## src/rtl/reg_write_arbiter_pkg.sv

```systemverilog
// Shared types and helpers for the round-robin shared-register write arbiter.
// Functions are sized for the largest supported requester count (16).
package reg_arb_pkg;

  localparam int MAX_REQ = 16;
  localparam int MAX_IDW = 4;

  typedef enum logic [1:0] {
    IDLE  = 2'd0,
    GRANT = 2'd1,
    WRITE = 2'd2
  } arb_state_e;

  typedef struct packed {
    logic               found;
    logic [MAX_IDW-1:0] idx;
  } pick_t;

  // First set request bit scanning ptr, ptr+1, ... wrapping modulo n.
  function automatic pick_t rr_pick(input logic [MAX_REQ-1:0] req,
                                    input logic [MAX_IDW-1:0] ptr,
                                    input int                 n);
    pick_t res;
    int    j;
    res = '0;
    for (int i = 0; i < MAX_REQ; i++) begin
      if (i < n) begin
        j = int'(ptr) + i;
        if (j >= n) j = j - n;
        if (req[j] && !res.found) begin
          res.found = 1'b1;
          res.idx   = MAX_IDW'(j);
        end
      end
    end
    return res;
  endfunction

  function automatic logic [MAX_REQ-1:0] onehot(input logic [MAX_IDW-1:0] idx);
    return MAX_REQ'(1) << idx;
  endfunction

endpackage

```

## src/rtl/reg_write_arbiter_if.sv

```systemverilog
// Requester-side bus of the shared-register write arbiter.
// Optional ARB_LOCK_EN adds a per-requester lock input.
interface reg_write_arbiter_if #(
  parameter int N_REQ = 4,
  parameter int WIDTH = 8
);
  localparam int IDW = $clog2(N_REQ);

  logic [N_REQ-1:0]       req;
  logic [N_REQ*WIDTH-1:0] wdata;
`ifdef ARB_LOCK_EN
  logic [N_REQ-1:0]       lock;
`endif
  logic [N_REQ-1:0]       gnt;
  logic [N_REQ-1:0]       ack;
  logic [WIDTH-1:0]       q;
  logic                   q_valid;
  logic [IDW-1:0]         owner;
  logic                   busy;

  modport master (
    output req, wdata,
`ifdef ARB_LOCK_EN
    output lock,
`endif
    input  gnt, ack, q, q_valid, owner, busy
  );

  modport slave (
    input  req, wdata,
`ifdef ARB_LOCK_EN
    input  lock,
`endif
    output gnt, ack, q, q_valid, owner, busy
  );
endinterface

```

## src/rtl/reg_write_arbiter_rr_priority_pick.sv

```systemverilog
// Combinational rotate-priority encoder: picks the first request at or after ptr.
module rr_priority_pick
  import reg_arb_pkg::*;
#(
  parameter int N_REQ = 4,
  localparam int IDW  = $clog2(N_REQ)
) (
  input  logic [N_REQ-1:0] req,
  input  logic [IDW-1:0]   ptr,
  output logic             found,
  output logic [IDW-1:0]   idx
);
  logic [MAX_REQ-1:0] req_ext;
  pick_t              res;

  // NOTE: every always_comb output gets a default first so no latch is inferred.
  always_comb begin
    req_ext              = '0;
    req_ext[N_REQ-1:0]   = req;
    res                  = rr_pick(req_ext, MAX_IDW'(ptr), N_REQ);
    found                = res.found;
    idx                  = IDW'(res.idx);
  end
endmodule

```

## src/rtl/reg_write_arbiter.sv

```systemverilog
// Round-robin arbiter sharing one WIDTH-bit register among N_REQ writers.
// Build with ARB_LOCK_EN to hold the round-robin pointer while lock[winner] is set.
module reg_write_arbiter
  import reg_arb_pkg::*;
#(
  parameter int N_REQ = 4,
  parameter int WIDTH = 8
) (
  input  logic                clk,
  input  logic                reset,
  reg_write_arbiter_if.slave  bus
);
  localparam int IDW = $clog2(N_REQ);

  arb_state_e       state_q, state_d;
  logic [N_REQ-1:0] gnt_q, gnt_d;
  logic [N_REQ-1:0] ack_q, ack_d;
  logic [WIDTH-1:0] q_q, q_d;
  logic             q_valid_q, q_valid_d;
  logic [IDW-1:0]   owner_q, owner_d;
  logic [IDW-1:0]   ptr_q, ptr_d;
  logic [IDW-1:0]   winner_q, winner_d;
  logic             pick_found;
  logic [IDW-1:0]   pick_idx;
  logic             hold_ptr;

  rr_priority_pick #(.N_REQ(N_REQ)) u_pick (
    .req   (bus.req),
    .ptr   (ptr_q),
    .found (pick_found),
    .idx   (pick_idx)
  );

`ifdef ARB_LOCK_EN
  assign hold_ptr = bus.lock[winner_q];
`else
  assign hold_ptr = 1'b0;
`endif

  always_comb begin
    state_d   = state_q;
    gnt_d     = gnt_q;
    ack_d     = '0;
    q_d       = q_q;
    q_valid_d = q_valid_q;
    owner_d   = owner_q;
    ptr_d     = ptr_q;
    winner_d  = winner_q;
    unique case (state_q)
      IDLE: begin
        if (pick_found) begin
          winner_d = pick_idx;
          gnt_d    = N_REQ'(onehot(MAX_IDW'(pick_idx)));
          state_d  = GRANT;
        end
      end
      GRANT: begin
        // A requester that lets go before WRITE forfeits without moving ptr.
        if (bus.req[winner_q]) begin
          state_d = WRITE;
        end else begin
          gnt_d   = '0;
          state_d = IDLE;
        end
      end
      WRITE: begin
        q_d       = bus.wdata[winner_q*WIDTH +: WIDTH];
        owner_d   = winner_q;
        q_valid_d = 1'b1;
        ack_d     = N_REQ'(onehot(MAX_IDW'(winner_q)));
        gnt_d     = '0;
        if (!hold_ptr)
          ptr_d = (int'(winner_q) == N_REQ - 1) ? '0 : winner_q + 1'b1;
        state_d   = IDLE;
      end
      default: state_d = IDLE;
    endcase
  end

  // NOTE: sequential state uses non-blocking assignments only.
  always_ff @(posedge clk) begin
    if (reset) begin
      state_q   <= IDLE;
      gnt_q     <= '0;
      ack_q     <= '0;
      q_q       <= '0;
      q_valid_q <= 1'b0;
      owner_q   <= '0;
      ptr_q     <= '0;
      winner_q  <= '0;
    end else begin
      state_q   <= state_d;
      gnt_q     <= gnt_d;
      ack_q     <= ack_d;
      q_q       <= q_d;
      q_valid_q <= q_valid_d;
      owner_q   <= owner_d;
      ptr_q     <= ptr_d;
      winner_q  <= winner_d;
    end
  end

  assign bus.gnt     = gnt_q;
  assign bus.ack     = ack_q;
  assign bus.q       = q_q;
  assign bus.q_valid = q_valid_q;
  assign bus.owner   = owner_q;
  assign bus.busy    = (state_q == GRANT) || (state_q == WRITE);
endmodule

```

## src/flat_wrapper.sv

```systemverilog
// flat-port wrapper written by rule: the top's interface ports become plain ports
module reg_write_arbiter_flat import reg_arb_pkg::*;
#(
  parameter int N_REQ = 4,
  parameter int WIDTH = 8
)
  (clk, reset, bus_req, bus_wdata, bus_gnt, bus_ack, bus_q, bus_q_valid, bus_owner, bus_busy);
  reg_write_arbiter_if #(.N_REQ(N_REQ), .WIDTH(WIDTH)) bus_i ();
  input  logic clk;
  input  logic reset;
  input wire logic [$bits(bus_i.req)-1:0] bus_req;
  input wire logic [$bits(bus_i.wdata)-1:0] bus_wdata;
  output wire logic [$bits(bus_i.gnt)-1:0] bus_gnt;
  output wire logic [$bits(bus_i.ack)-1:0] bus_ack;
  output wire logic [$bits(bus_i.q)-1:0] bus_q;
  output wire logic [$bits(bus_i.q_valid)-1:0] bus_q_valid;
  output wire logic [$bits(bus_i.owner)-1:0] bus_owner;
  output wire logic [$bits(bus_i.busy)-1:0] bus_busy;
  assign bus_i.req = bus_req;
  assign bus_i.wdata = bus_wdata;
  assign bus_gnt = bus_i.gnt;
  assign bus_ack = bus_i.ack;
  assign bus_q = bus_i.q;
  assign bus_q_valid = bus_i.q_valid;
  assign bus_owner = bus_i.owner;
  assign bus_busy = bus_i.busy;
  reg_write_arbiter #(.N_REQ(N_REQ), .WIDTH(WIDTH)) u_core (.clk(clk), .reset(reset), .bus(bus_i));
endmodule
```

## config.mk

```make
export PLATFORM = sky130hd
export DESIGN_NAME = reg_write_arbiter_flat
export DESIGN_NICKNAME = d
export VERILOG_FILES = /design/src/rtl/reg_write_arbiter_pkg.sv /design/src/rtl/reg_write_arbiter_if.sv /design/src/rtl/reg_write_arbiter_rr_priority_pick.sv /design/src/rtl/reg_write_arbiter.sv /design/src/flat_wrapper.sv
export SDC_FILE = /design/constraint.sdc
export NUM_CORES = 1
export LEC_CHECK = 0
export ABC_AREA = 1
export CORE_MARGIN = 4
export CORE_UTILIZATION = 49
export CTS_CLUSTER_SIZE = 8
export DETAILED_ROUTE_END_ITERATION = 8
export PLACE_DENSITY_LB_ADDON = 0.1
export SYNTH_ARGS = -nofsm -noshare
export SYNTH_HDL_FRONTEND = slang
export SYNTH_SLANG_ARGS = --single-unit
```

## constraint.sdc

```tcl
create_clock -name clk -period 2.8 [get_ports clk]
set_input_delay 0.42 -clock clk [delete_from_list [all_inputs] [get_ports clk]]
set_output_delay 0.42 -clock clk [all_outputs]
set_load 0.01 [all_outputs]
```

==> results of run 1 <==
-- sequential cells by signal (all words and copies together), names as in the netlist --
register and count:
u_core.bus.gnt 4, u_core.bus.q_valid 1, u_core.bus.ack 4, u_core.winner_q 2, u_core.state_q 2, u_core.ptr_q 2, u_core.bus.q 8, u_core.bus.owner 2
-- cell usage in the layout (no fill, tap or decap), drive strengths merged --
cell type      Yosys  final
clkdlybuf4s50      0     57
inv               29     29
clkbuf             9      3
buf                2      3
clkinvlp           0      1
nand3b             2      2
dfxtp             25     25
nor2              48     48
nor3               1      1
a21boi             1      1
ha                 8      8
nand2             33     33
a21oi             13     13
o21ai             33     33
o22ai              8      8
nand3             19     19
nand4              1      1
-- metal layers --
metal  up-vias  part of all wire [%]  global-route usage, %  wire, um
met5         -                     0                      0         0
met4         0                   1.3                   8.12        54
met3         5                   7.6                   5.61       308
met2        48                    47                   34.3      1910
met1       730                    44                   23.4      1770
li1        858                     -                      -         -
-- layout make-up --
| class | instances | area [um^2] | area share [%] |
|---|---|---|---|
| inverter | 29 | 119 | 5.21 |
| tap | 44 | 55.1 | 2.41 |
| multi-input combinational | 167 | 982 | 43.1 |
| clock buffer | 3 | 22.5 | 0.988 |
| clock inverter | 1 | 7.51 | 0.329 |
| sequential | 25 | 500 | 22.0 |
| timing repair buffer | 60 | 593 | 26.0 |
-- logic make-up after synthesis --
kind of cell	Yosys count	share of synthesized area [%]
buf+inv	40	10.2
compound gates	55	18.3
fa+ha+maj	8	6.06
flops	25	30.3
simple gates	104	35.1
-- where the power goes --
part	internal, uW	switching, uW
logic	385	530
clock network	54.8	114
registers	425	55.1
total	864	700
-- worst paths after layout --
path	start	end	slack (ns)
worst max-delay path	u_core.ptr_q[1]$_SDFFE_PP0N_	u_core.winner_q[1]$_SDFFE_PP0P_	0.70
worst min-delay path	u_core.bus.gnt[2]$_SDFFE_PP0P_	u_core.bus.gnt[2]$_SDFFE_PP0P_	0.48
worst max register to register	u_core.ptr_q[1]$_SDFFE_PP0N_	u_core.winner_q[1]$_SDFFE_PP0P_	0.70
worst min register to register	u_core.bus.gnt[2]$_SDFFE_PP0P_	u_core.bus.gnt[2]$_SDFFE_PP0P_	0.48
-- worst reg2reg max path, stage by stage (launching register included) --
cell and delay, ns:
dfxtp_1 0.47, inv_1 0.18, ha_1 0.37, inv_1 0.14, nand3_2 0.11, nand3_4 0.11
nand2_4 0.08, nor2_8 0.11, nand3_4 0.09, inv_2 0.11, nor2_4 0.05, o21ai_1 0.11
a21oi_1 0.06
-- stage by stage --
| step | std cells | util (%) | area [um^2] | hold WS, ns | worst slack [ns] |
|---|---|---|---|---|---|
| 2_1_floorplan | 232 | - | 1650 | 0.475 | 0.883 |
| 3_3_place_gp | 325 | 71.9 | 2250 | 0.449 | 0.750 |
| 3_5_place_dp | 325 | 71.9 | 2250 | 0.458 | 0.730 |
| 4_1_cts | 329 | 72.9 | 2280 | 0.477 | 0.689 |
| 5_1_grt | 329 | 72.9 | 2280 | 0.506 | 0.513 |
| 6_report | 329 | 72.9 | 2280 | 0.477 | 0.705 |
==> run metrics, run 1 <==
Clock Skew=around 0.006 ns; Final min period=~2.1 ns; # DRC=0; PostCTS Resize Cnt=0; pins over their slew limit=0; post-synth top area share=between 30% and 40%; vias per cell=4.99; CP peak stage delay=roughly 0.47 ns; worst endpoint required time=3.04 ns; Die X-Extent=66.1 um; Bufs on Longest Clock Path=2; measured slew at the worst slew-check pin=0.596 ns; Antenna Nets Post-Route=0; final total power=1560 uW; CTS Buf Count=3; top_reg_cell synth=dfxtp_1; slowest stage cell on the critical path=dfxtp_1; arrival time worst endpoint=2.33 ns; FMAX=around 480 MHz; Worst Hold Class=flop to flop; antenna violations before repair=0; sequential share of the synthesized area=30.3%; cell with the most instances after synthesis=nor2_1; layout cells sized above 1=around 14%; P&R area growth vs syn=38.0%; wire length per cell=around 12 um; Critical Path End Type=flop; ys async rst share=0%; CTS clk-pin slew, worst paths=0.14 ns; setup TNS=0 ns; Setup-failing EPs final=0; CP Depth=12; n_diodes=0; GR Util All Layers=between 20% and 30%; number of setup buffers added after CTS=0; status=completed; number of synthesized register bits=25; Max FO, Critical Path=6; largest net degree at the start of global routing=25; hold buffers post-CTS=0; synthesized area=1650 um^2; yosys warns=0; Syn Nets=between 200 and 300; die footprint=4360 um^2; IO Pins=58; nets@finish=332; detailed-route via count=1641; port bufs=57; LEAKAGE=0.000996 uW; total grt overflow=0; Crit Path Class=flop to flop; die span in y=66.1 um; core area=3130 um^2; syn_area_per_cell=7.12 um^2; vias in the first global route=1568; Starting DRT DRC Count=100; drt first pass iters=4; CTS tree=yes; cell count after synthesis=232; Buf/Inv on CP=3; Pwr Density=a little under 700 nW/um^2; Clock Latency Late Sink=0.33 ns; Post-synth EDFFs=0; post-DP HPWL=3040 um; relative slew slack=60.3%; H-Tree Depth=1; GPL Wtd Cong=0.928; final worst-path cycle share=74.8%; most frequent cells after synthesis=43 x nor2_1, 29 x o21ai_0, 25 x dfxtp_1, 25 x inv_1, 21 x nand2_1; cells along the critical path=inv_1 > ha_1 > inv_1 > nand3_2 > nand3_4 > nand2_4 > nor2_8 > nand3_4 > inv_2 > nor2_4 > o21ai_1 > a21oi_1; cell count of the worst reg-to-reg path=12; Clock Root Buffer=clkbuf_4; Setup crit start kind=flop; Starting Density=a little over half; Peak supply drop=0.278 mV; hold depth=2; dominant cell type by area after synthesis=dfxtp_1; Unique masters post-synth=29; top post-synthesis cells by area=dfxtp_1 30%, nor2_1 9.8%, o21ai_0 8.8%; FILL cells=269; # rows=20; Fin. Hold Viols=0; delay-heaviest family, CP=simple AND/OR/NAND/NOR gates; Total Wirelength=4050 um; number of max-cap violations=0; unrepaired setup endpoints after global routing=false; CTS sink count=25; first-pass GRT wire length=6800 um
No activity file was read; power rests on OpenSTA's default activity.
==> run 2: changes to the inputs <==
--- a/config.mk
+++ b/config.mk
@@ -7,7 +7,7 @@
 export LEC_CHECK = 0
 export ABC_AREA = 1
 export CORE_MARGIN = 4
-export CORE_UTILIZATION = 49
+export CORE_UTILIZATION = 41
 export CTS_CLUSTER_SIZE = 8
 export DETAILED_ROUTE_END_ITERATION = 8
 export PLACE_DENSITY_LB_ADDON = 0.1
==> constraint.sdc (replaced) <==
create_clock -name clk -period 1.7 [get_ports clk]
set_input_delay 0.255 -clock clk [delete_from_list [all_inputs] [get_ports clk]]
set_output_delay 0.255 -clock clk [all_outputs]
set_load 0.01 [all_outputs]
==> run 2 against run 1 <==
  * First-iteration DRC count is 65% lower
  * Sequential share of layout area is 1.5 points lower
  * Total power increased by 83%
  * Highest routed layer unchanged
  * Global-route usage decreased by 3.1 points
  * Fmax up 25%
==> run metrics, run 2 (synthesis results as in run 1) <==
status=completed; Setup crit start kind=flop; post-DP HPWL=3360 um (+10%); # rows=22 (+10%); FILL cells=360 (+34%); port bufs=57 (unchanged); M1 WL=1920 um (+8.4%); nets@finish=348 (+4.8%); drt first pass iters=4 (unchanged); wire length per cell=12.1 um (-1.3%); vias in the first global route=1623 (+3.5%); largest net degree at the start of global routing=20 (-20%); antenna violations before repair=0 (unchanged); hold depth=2 (unchanged); Starting DRT DRC Count=35 (-65%); vias per cell=4.85 (-2.7%); Clock Latency Late Sink=0.27 ns (-0.06 ns); IO Pins=58 (unchanged); Crit Path Class=flop to flop; GPL Wtd Cong=0.838 (-9.7%); Clock Skew=0.00250 ns (-0.00340 ns); die span in y=71.5 um (+8.2%); detailed-route via count=1694 (+3.2%); cell count of the worst reg-to-reg path=11 (-1); core area=3770 um^2 (+21%); LEAKAGE=0.00109 uW (+10%); Final min period=1.67 ns (-0.424 ns); relative slew slack=75.8% (+16 points); first-pass GRT wire length=7030 um (+3.5%); Total Wirelength=4230 um (+4.6%); final worst-path cycle share=98.3% (+23 points); Antenna Nets Post-Route=0 (unchanged); arrival time worst endpoint=1.83 ns (-0.50 ns); post-layout util=65.5% (-7.4 points); unrepaired setup endpoints after global routing=true; Clock Root Buffer=clkbuf_8; Pwr Density=1160 nW/um^2 (+69%); highest routed layer=met4; FMAX=598 MHz (+25%); CTS Buf Count=3 (unchanged); n_diodes=0 (unchanged); Peak supply drop=0.613 mV (+120%); Bufs on Longest Clock Path=2 (unchanged); Starting Density=43.8% (-9.0 points); worst endpoint required time=1.86 ns (-1.18 ns); most frequent cells in the layout=56 x clkdlybuf4s50_1, 43 x nor2_1, 29 x o21ai_0; met2 wire length=1910 um (-0.21%); P&R area growth vs syn=49.5%; Max FO, Critical Path=5 (-1); CTS clk-pin slew, worst paths=0.09 ns (-0.05 ns); die footprint=5110 um^2 (+17%); Fin. Hold Viols=0 (unchanged); GR Util All Layers=17.0% (-3.1 points); max FFs per register=8 (unchanged); layout cells sized above 1=20.9% (+7.2 points); Critical Path End Type=flop; number of max-cap violations=0 (unchanged); most common cell after layout, fill and taps aside=clkdlybuf4s50_1; H-Tree Depth=1 (unchanged); total grt overflow=0 (unchanged); # DRC=0 (unchanged); Die X-Extent=71.5 um (+8.2%); CTS tree=yes; pins over their slew limit=0 (unchanged); Hold WS=0.472 ns (-0.00459 ns); CTS sink count=25 (unchanged); Setup-failing EPs final=0 (unchanged); hold buffers post-CTS=0 (unchanged); measured slew at the worst slew-check pin=0.362 ns (-0.234 ns); Worst Hold Class=flop to flop; met3 WL=366 um (+19%)
==> run 2: cell types whose count changed in the layout (fill, tap and decap cells not counted), moves of 2 or more <==
cell / previous run / this run
clkbuf_8: 0 / 3
buf_4: 3 / 18
dfxtp_1: 25 / 23
o21ai_2: 1 / 3
inv_1: 25 / 23
o21ai_1: 3 / 1
inv_4: 1 / 3
clkbuf_4: 3 / 0
==> run 2: layout make-up <==
type / instances / area [um^2] / share of cell area (%)
clock buffers: 4 / 45.0 / 1.82
inverters: 29 / 124 / 5.02
multi-input cells: 167 / 1020 / 41.3
repair buffers: 76 / 716 / 29.0
well taps: 48 / 60.1 / 2.43
flip-flops and latches: 25 / 505 / 20.5
==> run 2: worst paths after layout <==
| path | start | endpoint | slack [ns] |
|---|---|---|---|
| min reg2reg | u_core.bus.owner[1]$_SDFFE_PP0N_ | u_core.bus.owner[1]$_SDFFE_PP0N_ | 0.47 |
| min | u_core.bus.owner[1]$_SDFFE_PP0N_ | u_core.bus.owner[1]$_SDFFE_PP0N_ | 0.47 |
| max reg2reg | u_core.ptr_q[0]$_SDFFE_PP0N_ | u_core.winner_q[1]$_SDFFE_PP0P_ | 0.03 |
| max | u_core.ptr_q[0]$_SDFFE_PP0N_ | u_core.winner_q[1]$_SDFFE_PP0P_ | 0.03 |
==> run 2: critical path, cell delays in order, from the launching register on <==
cell     delay (ns)
dfxtp_4        0.41
inv_8          0.04
ha_4           0.29
nand3_2        0.09
nand3_4        0.11
nand2_4        0.08
nor2_8         0.14
nand3_4        0.10
inv_4          0.10
nor2_4         0.06
o21ai_2        0.10
a21oi_1        0.04
==> run 2: routing by layer <==
| layer | vias up | GRT usage [%] |
|---|---|---|
| li1 | 890 | - |
| met1 | 751 | 20.2 |
| met2 | 49 | 29.0 |
| met3 | 4 | 6.31 |
| met4 | 0 | 3.76 |
| met5 | - | 0 |
==> run 2: per-stage QoR <==
step | area [um^2] | cells | setup slack [ns] | power (uW) | setup TNS [ns]
2_1_floorplan | 1670 | 232 | -0.00385 | 1880 | -0.00385
3_3_place_gp | 2380 | 343 | -0.151 | 2450 | -0.770
3_5_place_dp | 2380 | 343 | -0.143 | 2470 | -0.894
4_1_cts | 2430 | 347 | 0.00276 | 2830 | 0
5_1_grt | 2470 | 349 | -0.0943 | 3120 | -0.571
6_report | 2470 | 349 | 0.0290 | 2860 | 0
==> run 2: what timing repair did <==
action | CTS | global route
setup buffers | 0 | 2
pin swaps | 0 | 4
endpoints found under the setup margin | 6 | 8
hold endpoints to repair | 0 | 0
gates resized for setup | 3 | 7
==> run 2: power breakdown <==
group,switching [uW],total [uW],internal (uW)
registers,83.3,786,702
clock network,187,354,168
logic,949,1720,773
total,1220,2860,1640
==> run 3: changes to the inputs <==
--- a/config.mk
+++ b/config.mk
@@ -6,11 +6,12 @@
 export NUM_CORES = 1
 export LEC_CHECK = 0
 export ABC_AREA = 1
+export CAP_MARGIN = 25
 export CORE_MARGIN = 4
 export CORE_UTILIZATION = 41
 export CTS_CLUSTER_SIZE = 8
 export DETAILED_ROUTE_END_ITERATION = 8
-export PLACE_DENSITY_LB_ADDON = 0.1
+export PLACE_DENSITY = 0.82
 export SYNTH_ARGS = -nofsm -noshare
 export SYNTH_HDL_FRONTEND = slang
 export SYNTH_SLANG_ARGS = --single-unit
==> run 3 against run 2 <==
  * Die area is the same
  * Total power grew 0.51%
  * Clock skew grew 0.0035 ns
  * Sequential cell count is the same
  * Cell count shrank 0.29%
  * Critical path depth shrank 1
  * Sequential power grew 0.5%
  * Utilization grew 0.23 points
  * Critical path type unchanged
  * Critical endpoint is now u_core.bus.gnt[2]$_SDFFE_PP0P_
==> run metrics, run 3 (synthesis results as in run 1) <==
# rows=22 (unchanged); unrepaired setup endpoints after global routing=true; slowest stage cell on the critical path=dfxtp_4; layout cells sized above 1=22.3% (+1.4 points); die span in y=71.5 um (unchanged); n_diodes=0 (unchanged); vias in the first global route=1543 (-4.9%); CTS Buf Count=3 (unchanged); Final min period=1.67 ns (-0.00285 ns); post-DP HPWL=3380 um (+0.83%); Worst R2R Start=u_core.ptr_q[0]$_SDFFE_PP0N_; Antenna Nets Post-Route=0 (unchanged); max FFs per register=8 (unchanged); Fin. Hold Viols=0 (unchanged); largest net degree at the start of global routing=20 (unchanged); LEAKAGE=0.00109 uW (-0.51%); Starting Density=43.8% (unchanged); delay-heaviest family, CP=compound AO/OA/AOI/OAI gates; GR Util All Layers=16.5% (-0.49 points); number of max-cap violations=0 (unchanged); met3 WL=378 um (+3.3%); Clock Skew=0.00596 ns (+0.00346 ns); M1 WL=1830 um (-4.5%); Clock Root Buffer=clkbuf_8; arrival time worst endpoint=1.89 ns (+0.06 ns); Setup-failing EPs final=0 (unchanged); CP peak stage delay=0.39 ns (-0.02 ns); most frequent cells in the layout=56 x clkdlybuf4s50_1, 42 x nor2_1, 29 x o21ai_0; status=completed; most common cell after layout, fill and taps aside=clkdlybuf4s50_1; Worst Hold Launch=u_core.bus.q_valid$_SDFFE_PP0N_; GPL Wtd Cong=0.903 (+7.8%); first-pass GRT wire length=6780 um (-3.6%); IO Pins=58 (unchanged); measured slew at the worst slew-check pin=0.334 ns (-0.0288 ns); H-Tree Depth=1 (unchanged); post-route cell area=2480 um^2 (+0.35%); wire length per cell=12.2 um (+0.33%); Crit Path Class=flop to flop; final worst-path cycle share=98.1% (-0.17 points); Die X-Extent=71.5 um (unchanged); highest routed layer=met4; placed cell area=2370 um^2 (-0.32%); Worst Hold Class=flop to flop; pins over their slew limit=0 (unchanged); Peak supply drop=0.618 mV (+0.78%); CTS sink count=25 (unchanged); worst endpoint required time=1.92 ns (+0.06 ns); P&R area growth vs syn=50.0%; CTS clk-pin slew, worst paths=0.09 ns (about the same); # DRC=0 (unchanged); Setup crit start kind=flop; port bufs=57 (unchanged); hold buffers post-CTS=0 (unchanged); Pwr Density=1160 nW/um^2 (+0.15%); core area=3770 um^2 (unchanged); relative slew slack=77.7% (+1.9 points); crit path from=u_core.ptr_q[0]$_SDFFE_PP0N_; Total Wirelength=4240 um (about the same); antenna violations before repair=0 (unchanged); Critical Path End Type=flop; setup TNS=0 ns (unchanged); nets@finish=347 (-0.29%); Max FO, Critical Path=4 (-1); met2 wire length=1960 um (+2.6%); detailed-route via count=1728 (+2.0%); FMAX=599 MHz (+0.17%); Buf/Inv on CP=2 (unchanged); drt first pass iters=4 (unchanged); die footprint=5110 um^2 (unchanged); vias per cell=4.97 (+2.3%); CTS tree=yes; cells along the critical path=inv_8 > ha_4 > inv_4 > nand3_4 > nand3_4 > nand2_4 > o21ai_0 > o21ai_2 > nand3_2 > a21oi_2; total grt overflow=0 (unchanged); Bufs on Longest Clock Path=2 (unchanged); final total power=2880 uW (+0.51%); most numerous cell on the critical path=nand3_4; Clock Latency Late Sink=0.28 ns (about the same); Starting DRT DRC Count=51 (+46%)
==> run 3: path summary, 6_finish.rpt <==
path                            slack (ns)  cells after the start                              end
worst min-delay path                  0.47                      2  u_core.bus.q_valid$_SDFFE_PP0N_
worst max register to register        0.03                     10   u_core.bus.gnt[2]$_SDFFE_PP0P_
worst min register to register        0.47                      2  u_core.bus.q_valid$_SDFFE_PP0N_
worst max-delay path                  0.03                     10   u_core.bus.gnt[2]$_SDFFE_PP0P_
==> run 3: power by group <==
part / total (uW) / internal [uW] / switching [uW] / leakage (uW)
logic: 1720 / 754 / 966 / 0.000863
registers: 790 / 705 / 85.4 / 0.000205
clock network: 367 / 167 / 201 / 0.0000217
==> run 3: per-layer routing <==
metal / GRT usage, % / up-vias
li1: - / 885
met1: 19.4 / 780
met2: 26.9 / 56
met3: 6.17 / 7
met4: 6.47 / 0
met5: 0 / -
==> run 3: cell type report <==
class                           instances  area (um^2)
Clock buffer                            3         41.3
Sequential cell                        25          507
Inverter                               29          124
Timing Repair Buffer                   75          704
Multi-Input combinational cell        167         1030
Tap cell                               48         60.1
Fill cell                             306         1290
Clock inverter                          1         7.51
==> run 3: worst min-delay path, delay by kind of cell (launching register included) <==
kind	cells	cell delay [ns]
and+or+nand+nor	2	0.11
DFF	1	0.34
==> run 3: what timing repair did <==
| item | CTS | global route |
|---|---|---|
| buffers inserted | 0 | 2 |
| cloned | 0 | 0 |
| endpoints found under the setup margin | 3 | 7 |
| resized for setup | 2 | 13 |
| pin swaps | 0 | 6 |
==> run 3: metrics by stage <==
| stage | hold slack, ns | utilization [%] | setup slack [ns] | std cells |
|---|---|---|---|---|
| after CTS | 0.476 | 64.2 | 0.0180 | 346 |
| after floorplan | 0.475 | - | -0.00385 | 232 |
| after detailed placement | 0.458 | 62.8 | -0.178 | 342 |
| final | 0.474 | 65.7 | 0.0319 | 348 |
| after global routing | 0.505 | 65.7 | -0.0484 | 348 |
| after global placement | 0.451 | 62.8 | -0.154 | 342 |
